--- config.mk ---
export PLATFORM = sky130hd
export DESIGN_NAME = mem_dma_engine_flat
export DESIGN_NICKNAME = d
export VERILOG_FILES = /design/src/rtl/mem_dma_engine_if.sv /design/src/rtl/mem_dma_engine.sv /design/src/flat_wrapper.sv
export SDC_FILE = /design/constraint.sdc
export NUM_CORES = 1
export LEC_CHECK = 0
export BUFFER_PORTS_ARGS = -buffer_cell sky130_fd_sc_hd__buf_4
export CORE_MARGIN = 2
export CORE_UTILIZATION = 40
export CTS_CLUSTER_SIZE = 16
export DETAILED_ROUTE_END_ITERATION = 7
export PLACE_DENSITY = 0.71
export SLEW_MARGIN = 20
export SYNTH_ARGS = -nofsm -noshare
export SYNTH_HDL_FRONTEND = slang
export SYNTH_SLANG_ARGS = --single-unit
--- constraint.sdc ---
create_clock -name clk -period 3.85 [get_ports clk]
set_clock_uncertainty 0.15 [all_clocks]
set_input_delay 0.1925 -clock clk [delete_from_list [all_inputs] [get_ports clk]]
set_output_delay 0.1925 -clock clk [all_outputs]
set_load 0.01 [all_outputs]
--- src/rtl/mem_dma_engine_if.sv ---
// Memory-port bundle between the DMA engine and main memory.
// The master drives write enable, address and write data; the slave returns combinational read data.
`timescale 1ns/1ps
interface mem_dma_engine_if #(
   parameter int ADDR_W = 16,
   parameter int DATA_W = 16
);
   logic              mem_write_en;
   logic [ADDR_W-1:0] mem_address;
   logic [DATA_W-1:0] mem_write_data;
   logic [DATA_W-1:0] mem_data_in;

   modport master (
      output mem_write_en,
      output mem_address,
      output mem_write_data,
      input  mem_data_in
   );

   modport slave (
      input  mem_write_en,
      input  mem_address,
      input  mem_write_data,
      output mem_data_in
   );
endinterface

--- src/rtl/mem_dma_engine.sv ---
// Block copy / block fill DMA engine acting as a second master on a single-port word memory.
// Optional macro MEM_DMA_CHECKSUM_EN adds a running modulo sum of all written words.
`timescale 1ns/1ps
module mem_dma_engine #(
   parameter int ADDR_W = 16,
   parameter int DATA_W = 16
) (
   input  logic              clk,
   input  logic              rst,
   input  logic              halt_sys,
   input  logic              start,
   input  logic              fill_mode,
   input  logic [ADDR_W-1:0] src_addr,
   input  logic [ADDR_W-1:0] dst_addr,
   input  logic [15:0]       length,
   input  logic [DATA_W-1:0] fill_value,
   mem_dma_engine_if.master  mem_bus,
   output logic              busy,
   output logic              done
`ifdef MEM_DMA_CHECKSUM_EN
   ,
   output logic [DATA_W-1:0] checksum
`endif
);

   typedef enum logic [1:0] {
      ST_IDLE  = 2'd0,
      ST_READ  = 2'd1,
      ST_WRITE = 2'd2,
      ST_DONE  = 2'd3
   } state_t;

   state_t            state_q;
   logic [ADDR_W-1:0] src_ptr_q;
   logic [ADDR_W-1:0] dst_ptr_q;
   logic [15:0]       remaining_q;
   logic              fill_mode_q;
   logic [DATA_W-1:0] fill_value_q;
   logic [DATA_W-1:0] data_buf_q;
   logic [ADDR_W-1:0] mem_address_q;
   logic              write_en_q;
   logic              busy_q;
   logic              done_q;

   logic [ADDR_W-1:0] src_ptr_d;
   logic [ADDR_W-1:0] dst_ptr_d;

   // Pointer increments wrap naturally at the address width.
   assign src_ptr_d = src_ptr_q + ADDR_W'(1);
   assign dst_ptr_d = dst_ptr_q + ADDR_W'(1);

   // Transfer FSM; outputs are set up at the edge that enters each state so they are valid for the whole cycle.
   always_ff @(posedge clk or negedge rst) begin
      if (!rst) begin
         state_q       <= ST_IDLE;
         src_ptr_q     <= '0;
         dst_ptr_q     <= '0;
         remaining_q   <= 16'd0;
         fill_mode_q   <= 1'b0;
         fill_value_q  <= '0;
         data_buf_q    <= '0;
         mem_address_q <= '0;
         write_en_q    <= 1'b0;
         busy_q        <= 1'b0;
         done_q        <= 1'b0;
      end else if (!halt_sys) begin
         case (state_q)
            ST_IDLE: begin
               if (start) begin
                  src_ptr_q    <= src_addr;
                  dst_ptr_q    <= dst_addr;
                  remaining_q  <= length;
                  fill_mode_q  <= fill_mode;
                  fill_value_q <= fill_value;
                  busy_q       <= 1'b1;
                  if (length == 16'd0) begin
                     state_q <= ST_DONE;
                     done_q  <= 1'b1;
                  end else if (fill_mode) begin
                     state_q       <= ST_WRITE;
                     mem_address_q <= dst_addr;
                     data_buf_q    <= fill_value;
                     write_en_q    <= 1'b1;
                  end else begin
                     state_q       <= ST_READ;
                     mem_address_q <= src_addr;
                  end
               end
            end
            ST_READ: begin
               data_buf_q    <= mem_bus.mem_data_in;
               src_ptr_q     <= src_ptr_d;
               mem_address_q <= dst_ptr_q;
               write_en_q    <= 1'b1;
               state_q       <= ST_WRITE;
            end
            ST_WRITE: begin
               dst_ptr_q   <= dst_ptr_d;
               remaining_q <= remaining_q - 16'd1;
               if (remaining_q == 16'd1) begin
                  state_q    <= ST_DONE;
                  write_en_q <= 1'b0;
                  done_q     <= 1'b1;
               end else if (fill_mode_q) begin
                  mem_address_q <= dst_ptr_d;
                  data_buf_q    <= fill_value_q;
               end else begin
                  state_q       <= ST_READ;
                  mem_address_q <= src_ptr_q;
                  write_en_q    <= 1'b0;
               end
            end
            ST_DONE: begin
               done_q  <= 1'b0;
               busy_q  <= 1'b0;
               state_q <= ST_IDLE;
            end
            default: begin
               state_q    <= ST_IDLE;
               write_en_q <= 1'b0;
               busy_q     <= 1'b0;
               done_q     <= 1'b0;
            end
         endcase
      end
   end

   // A halted write must never reach memory, even mid-cycle.
   assign mem_bus.mem_write_en   = write_en_q & ~halt_sys;
   assign mem_bus.mem_address    = mem_address_q;
   assign mem_bus.mem_write_data = data_buf_q;
   assign busy                   = busy_q;
   assign done                   = done_q;

`ifdef MEM_DMA_CHECKSUM_EN
   logic [DATA_W-1:0] checksum_q;

   // Running sum of committed words, restarted by each accepted start.
   always_ff @(posedge clk or negedge rst) begin
      if (!rst) begin
         checksum_q <= '0;
      end else if (!halt_sys) begin
         if ((state_q == ST_IDLE) && start) begin
            checksum_q <= '0;
         end else if (state_q == ST_WRITE) begin
            checksum_q <= checksum_q + data_buf_q;
         end
      end
   end

   assign checksum = checksum_q;
`endif

endmodule

--- src/flat_wrapper.sv ---
// flat-port wrapper written by rule: the top's interface ports become plain ports
module mem_dma_engine_flat 
#(
   parameter int ADDR_W = 16,
   parameter int DATA_W = 16
)
  (clk, rst, halt_sys, start, fill_mode, src_addr, dst_addr, length, fill_value, busy, done, mem_bus_mem_write_en, mem_bus_mem_address, mem_bus_mem_write_data, mem_bus_mem_data_in);
  mem_dma_engine_if #(.ADDR_W(ADDR_W), .DATA_W(DATA_W)) mem_bus_i ();
  input  logic clk;
  input  logic rst;
  input  logic halt_sys;
  input  logic start;
  input  logic fill_mode;
  input  logic [ADDR_W-1:0] src_addr;
  input  logic [ADDR_W-1:0] dst_addr;
  input  logic [15:0] length;
  input  logic [DATA_W-1:0] fill_value;
  output logic busy;
  output logic done;
  output wire logic [$bits(mem_bus_i.mem_write_en)-1:0] mem_bus_mem_write_en;
  output wire logic [$bits(mem_bus_i.mem_address)-1:0] mem_bus_mem_address;
  output wire logic [$bits(mem_bus_i.mem_write_data)-1:0] mem_bus_mem_write_data;
  input wire logic [$bits(mem_bus_i.mem_data_in)-1:0] mem_bus_mem_data_in;
  assign mem_bus_mem_write_en = mem_bus_i.mem_write_en;
  assign mem_bus_mem_address = mem_bus_i.mem_address;
  assign mem_bus_mem_write_data = mem_bus_i.mem_write_data;
  assign mem_bus_i.mem_data_in = mem_bus_mem_data_in;
  mem_dma_engine #(.ADDR_W(ADDR_W), .DATA_W(DATA_W)) u_core (.clk(clk), .rst(rst), .halt_sys(halt_sys), .start(start), .fill_mode(fill_mode), .src_addr(src_addr), .dst_addr(dst_addr), .length(length), .fill_value(fill_value), .mem_bus(mem_bus_i), .busy(busy), .done(done));
endmodule
# == Yosys cells after proc, flatten, opt, wreduce, memory -nomap -nowiden ==
# Cells that the tools add are included.
# word_totals
reg_bits,102
latchBits,0
ramBits,0
romBits,0
in_bits,85
output_inout_bits,35
word_cells,80
n_memories,0
# classes
addsub,3
multipliers,0
n_div,0
order_cmp,0
eq_ne,12
shift,0
n_mux,36
n_bitwise,2
reduce_logical,16
# op_table
operator,count
two-way mux 16 bit,13
case mux 16 bit (2 select lines),3
case mux 16 bit (3 select lines),2
"adder 16 x 1 -> 16 bit, second input constant",2
"equality test 16 x 1 -> 1 bit, second input constant",1
zero test 16 bit,1
"subtractor 16 x 1 -> 16 bit, second input constant",1
AND reduction 3 bit,5
two-way mux 2 bit,5
AND reduction 5 bit,2
two-way mux 1 bit,9
"!= test 2 bit, second input constant",4
case mux 2 bit (4 select lines),1
AND reduction 7 bit,1
"!= test 2 x 1 -> 1 bit, second input constant",3
case mux 1 bit (3 select lines),2
AND reduction 6 bit,1
nonzero test 2 bit,3
nonzero test 3 bit,2
"equality test 2 bit, second input constant",2
"!= test 3 bit, second input constant",1
"equality test 2 x 1 -> 1 bit, second input constant",1
zero test 2 bit,1
case mux 1 bit (2 select lines),1
other kinds (2),2

# == Logic depth before layout (Yosys ltp) ==
# depth
depth_word,4
mapped_depth,10

# == Least setup slack after synthesis ==
# No wires, ideal clock.
# synth_timing
kind,reg2reg
start,register u_core.remaining_q[1]
end,"register u_core.data_buf_q[0], in the netlist u_core.mem_bus.mem_write_data[0]"
setup_time_ps,125
arrival_ps,1972
required_time_ps,3575
path_slack_ps,1603
path_stages_with_launch,10
path_buffers,2
period_less_slack_ps,2247
path_cell_list,dfrtp_1 -> inv_1 -> ha_1 -> nor3b_1 -> nand4_4 -> o221ai_4 -> a211o_1 -> buf_4 -> buf_12 -> mux2_4
# synth_between
elab_chain_cells,3
# synth_rtl
element,line_no,text
"start, declared",mem_dma_engine.sv:36,logic [15:0] remaining_q;
"start signal, assigned",mem_dma_engine.sv:72,remaining_q <= length;
"start signal, assigned",mem_dma_engine.sv:99,remaining_q <= remaining_q - 16'd1;
equality test 16 x 1 -> 1 bit,mem_dma_engine.sv:100,if (remaining_q == 16'd1) begin
!= test 2 bit (no line),n/a,
AND reduction 7 bit (no line),n/a,
"end signal, assigned",mem_dma_engine.sv:82,data_buf_q <= fill_value;
"end signal, assigned",mem_dma_engine.sv:91,data_buf_q <= mem_bus.mem_data_in;
"end signal, assigned",mem_dma_engine.sv:106,data_buf_q <= fill_value_q;
"end, declared",mem_dma_engine.sv:39,logic [DATA_W-1:0] data_buf_q;
# No other way between the ends.
# A chain may end at the register's enable or synchronous reset.

# == Worst setup path in the final report ==
# layout_timing
start,register u_core.state_q[1]
end,register u_core.src_ptr_q[2]
# layout_between
elab_chain_cells,3
elab_cells_between_ends,6
# layout_rtl
element,line_no,text
"start, declared",mem_dma_engine.sv:33,state_t state_q;
"start signal, assigned",mem_dma_engine.sv:55,state_q <= ST_IDLE;
"start signal, assigned",mem_dma_engine.sv:77,state_q <= ST_DONE;
"start signal, assigned",mem_dma_engine.sv:80,state_q <= ST_WRITE;
equality test 2 x 1 -> 1 bit or zero test 2 bit (tied branches),mem_dma_engine.sv:67,case (state_q)
nonzero test 2 bit (no line) or != test 2 bit (tied branches),n/a,
AND reduction 3 bit (no line),n/a,
"end signal, assigned",mem_dma_engine.sv:70,src_ptr_q <= src_addr;
"end signal, assigned",mem_dma_engine.sv:92,src_ptr_q <= src_ptr_d;
"end, declared",mem_dma_engine.sv:34,logic [ADDR_W-1:0] src_ptr_q;
# Several ways; a longest one is shown, not always the timed one.

==> impl_results.md <==
* Hold WS at 24.93 ps
* Vias at 6,024
* Critical path type: flop to flop
* # hold bufs at CTS at 51
* Peak supply drop at ~370 uV
* Worst hold path cell count at 3
* Status: finished clean
* Clock tree root driver cell: clkbuf_16
* Share of cells above drive strength 1 at 25.21%
* Worst-path cell chain: inv_1 > ha_2 > mux2i_1 > nor2_1 > buf_4 > nand2_1 > mux2i_1 > a21oi_1
* Hold crit path type: input port to flop
* Diodes inserted at 0
* TNS Setup at 0 ps
* IO buf count at between 100 and 150
* Num rows at 46
* Antenna Violating Nets Remaining at 0
* CTS buffer count at 9
* RR Endpoint: u_core.src_ptr_q[2]
* Slew Limit Fails at 0
* Asr flop ratio synth at 100.0%
* Max-cap viol count at 0
* Fillers at roughly 1,400
* Die area at 0.01689 mm2
* Final min period at roughly 2900 ps
* YS warnings at 0
* Cell taking the most area after synthesis: dfrtp_1
* # DRC at 0
* Count leader, synth: dfrtp_1
* Leakage at 0.003473 uW
* Simple-gate area share of the yosys netlist at 18.17%
* Relative slew slack at 40.42%
* # nets final at approximately 920
* Vias in the first global route at roughly 5,700
* Critical Path Fanout Max at 31
* #FFs+latches synth at 102
* H-Tree Depth at 3
* Routed wire length at 18,500 um
* Fin crit share at 75.10%
* RSZ-0062 raised after global routing: no
* Reg2Reg Launch Point: u_core.state_q[1]
* Number of synthesized flops with an enable pin at 0
* Die Y at 130.0 um
* Worst-Skew Late Latency at 360 ps
* Adder-cell share of the synthesized area at 1.971%
* Mapped cell area at 0.006347 mm2
* Critical path's largest stage delay at 650 ps
* CTS Buffer Depth at 2
* Worst endpoint required time at just under 4000 ps
* Commonest cells in the netlist: dfrtp_1 (102), nand2_1 (65), a21oi_1 (59)
* Antenna violations before repair at 0
* Tightest Pin Transition at 893.7 ps
* Distinct cell type count after synthesis at 57
* Initial DRC Count at 517
* Total grt overflow at 0
* TritonRoute pass-1 iters at 6
* Area Growth Syn to Fin at 28.37%
* Initial Utilization at between 40% and 50%
* Flop-to-flop setup slack at 960 ps
* Dpl hpwl at 12,840 um
* Final GP Congestion at 0.8671
* CTS clock-pin slew for the worst setup and hold paths at 80 ps
* Achievable Freq at 345.9 MHz
* Reg2reg path depth at 8
* Die width at 130.0 um
* Syn_area_per_cell at about 9 um2
* Syn_nets at roughly 790
* Post-CTS setup buffer count at 0
* Crit. End Element: flop
* GRT Resource Usage Total at 22.42%
* Largest net degree at the start of global routing at 67
* Data arrival time of the worst path at 2950 ps
* Critical Path Source: u_core.state_q[1]
* IO Pins at 120
* Post-CTS sizing at 0
* Critical path startpoint category: flop
* Most used DFF post-synth: dfrtp_1
* Hold endpoint: u_core.dst_ptr_q[9]
* Post-synthesis compound-gate area fraction at 22.87%
* Hold violation count in the final report at 0
* Core Area at between 0.015 and 0.02 mm2
* Global-route wire length before repair at 29,570 um
* Most Frequent Cell on Critical Path: mux2i_1
* Post-Synth XOR/XNOR Area at 1.794%
* Worst hold path startpoint: dst_addr[9]
* Clk sinks at 102
* Post-Syn Instances at slightly below 700
* Drt via density at about 5.7
* Mux cell area share after synthesis at between 10% and 20%
* CTS tree: done
* Largest family of logic cells by synthesized area: compound AO/OA/AOI/OAI gates
* Area share of the largest cell type after synthesis at 40.21%
* Avg WL per Cell at 17.64 um
* # setup viols final at 0
* Cell Pwr Density at between 700 and 800 mW/mm2
* Slowest-stage cell, CP: ha_2
* Register area share after synthesis at 40.21%
* Synth top area cells: dfrtp_1 (40%), mux2_2 (5.3%), a21oi_1 (4.7%)
[routing by layer]
metal  track usage, %  wire length, um  up-vias
li1                 -                -     2863
met1            29.34             7956     2878
met2            35.79             8593      246
met3            4.715             1372       37
met4            10.25              582        0
met5                0                0        -
[kinds of logic (layout without fill, tap and decap cells)]
logic type,Yosys count,in the layout
adder cells (fa/ha/maj),10,10
AO/OA/AOI/OAI,218,218
buffers and inverters,70,209
AND/OR/NAND/NOR,224,224
multiplexers,57,57
flip-flops,102,102
XOR/XNOR,13,13
[worst max path at each step]
stage,end,slack (ps)
finish,u_core.src_ptr_q[2],960
global route,u_core.src_ptr_q[2],760
CTS,u_core.src_ptr_q[2],1000
detailed placement,u_core.src_ptr_q[2],1000
global placement,u_core.src_ptr_q[2],1130
floorplan,u_core.mem_bus.mem_write_data[0],1600
[layout make-up]
class                   count  area, um2  area share, %
well taps                 216      270.3          3.317
flip-flops and latches    102       2552          31.33
multi-input cells         522       3512          43.11
inverters                  12      45.04         0.5528
clock inverters             6      52.55         0.6450
clock buffers              10      229.0          2.810
repair buffers            181       1486          18.24
[worst max-delay path, delay by kind of cell (launching register included)]
kind,cells,cell delay [ps]
and+or+nand+nor,2,610
adders and majority gates,1,650
buffers and inverters,2,460
muxes,2,350
AOI/OAI and AO/OA,1,80
DFF,1,420
[per-stage QoR]
stage / area, um2 / utilization (%) / std cells / power (uW) / setup WS [ps]
final: 8148 / 51.86 / 1049 / 6481 / 958.6
after global placement: 7356 / 46.81 / 982 / 5459 / 1134
after CTS: 8148 / 51.86 / 1049 / 6491 / 1004
after detailed placement: 7356 / 46.81 / 982 / 5535 / 1002
after global routing: 8148 / 51.86 / 1049 / 7007 / 758.7
after floorplan: 6347 / - / 694 / 4559 / 1603
[flip-flops by register name, summed over array words and instances (netlist names)]
name / cells
u_core.mem_bus.mem_write_data: 16
u_core.dst_ptr_q: 16
u_core.fill_mode_q: 1
u_core.remaining_q: 16
u_core.fill_value_q: 16
u_core.busy: 1
u_core.src_ptr_q: 16
u_core.state_q: 2
u_core.done: 1
u_core.mem_bus.mem_address: 16
u_core.write_en_q: 1
[cells in the final DEF, fill, tap and decap left out, types with 11 or more instances in the layout]
| cell | synthesis | routed |
|---|---|---|
| and3_1 | 15 | 15 |
| mux2_2 | 30 | 30 |
| a21oi_1 | 59 | 59 |
| mux2i_1 | 17 | 17 |
| nand2_1 | 65 | 65 |
| nor2_1 | 48 | 47 |
| nor3_1 | 11 | 11 |
| a22oi_1 | 19 | 19 |
| buf_4 | 1 | 130 |
| inv_1 | 12 | 12 |
| dlygate4sd3_1 | 0 | 51 |
| nor4_1 | 11 | 11 |
| dfrtp_1 | 102 | 102 |
| o21ai_0 | 39 | 39 |
| nand3_1 | 26 | 26 |
| nand4_1 | 12 | 12 |
| o31ai_1 | 14 | 14 |
| o22ai_1 | 29 | 29 |
| a211oi_1 | 11 | 11 |
[report_power, final]
| group | total [uW] | internal, uW | switching [uW] |
|---|---|---|---|
| registers | 2260 | 1610 | 642 |
| clock network | 895 | 450 | 445 |
| logic | 3330 | 1590 | 1740 |
| total | 6480 | 3650 | 2830 |
Note: power is estimated with default switching activity, not from simulation.
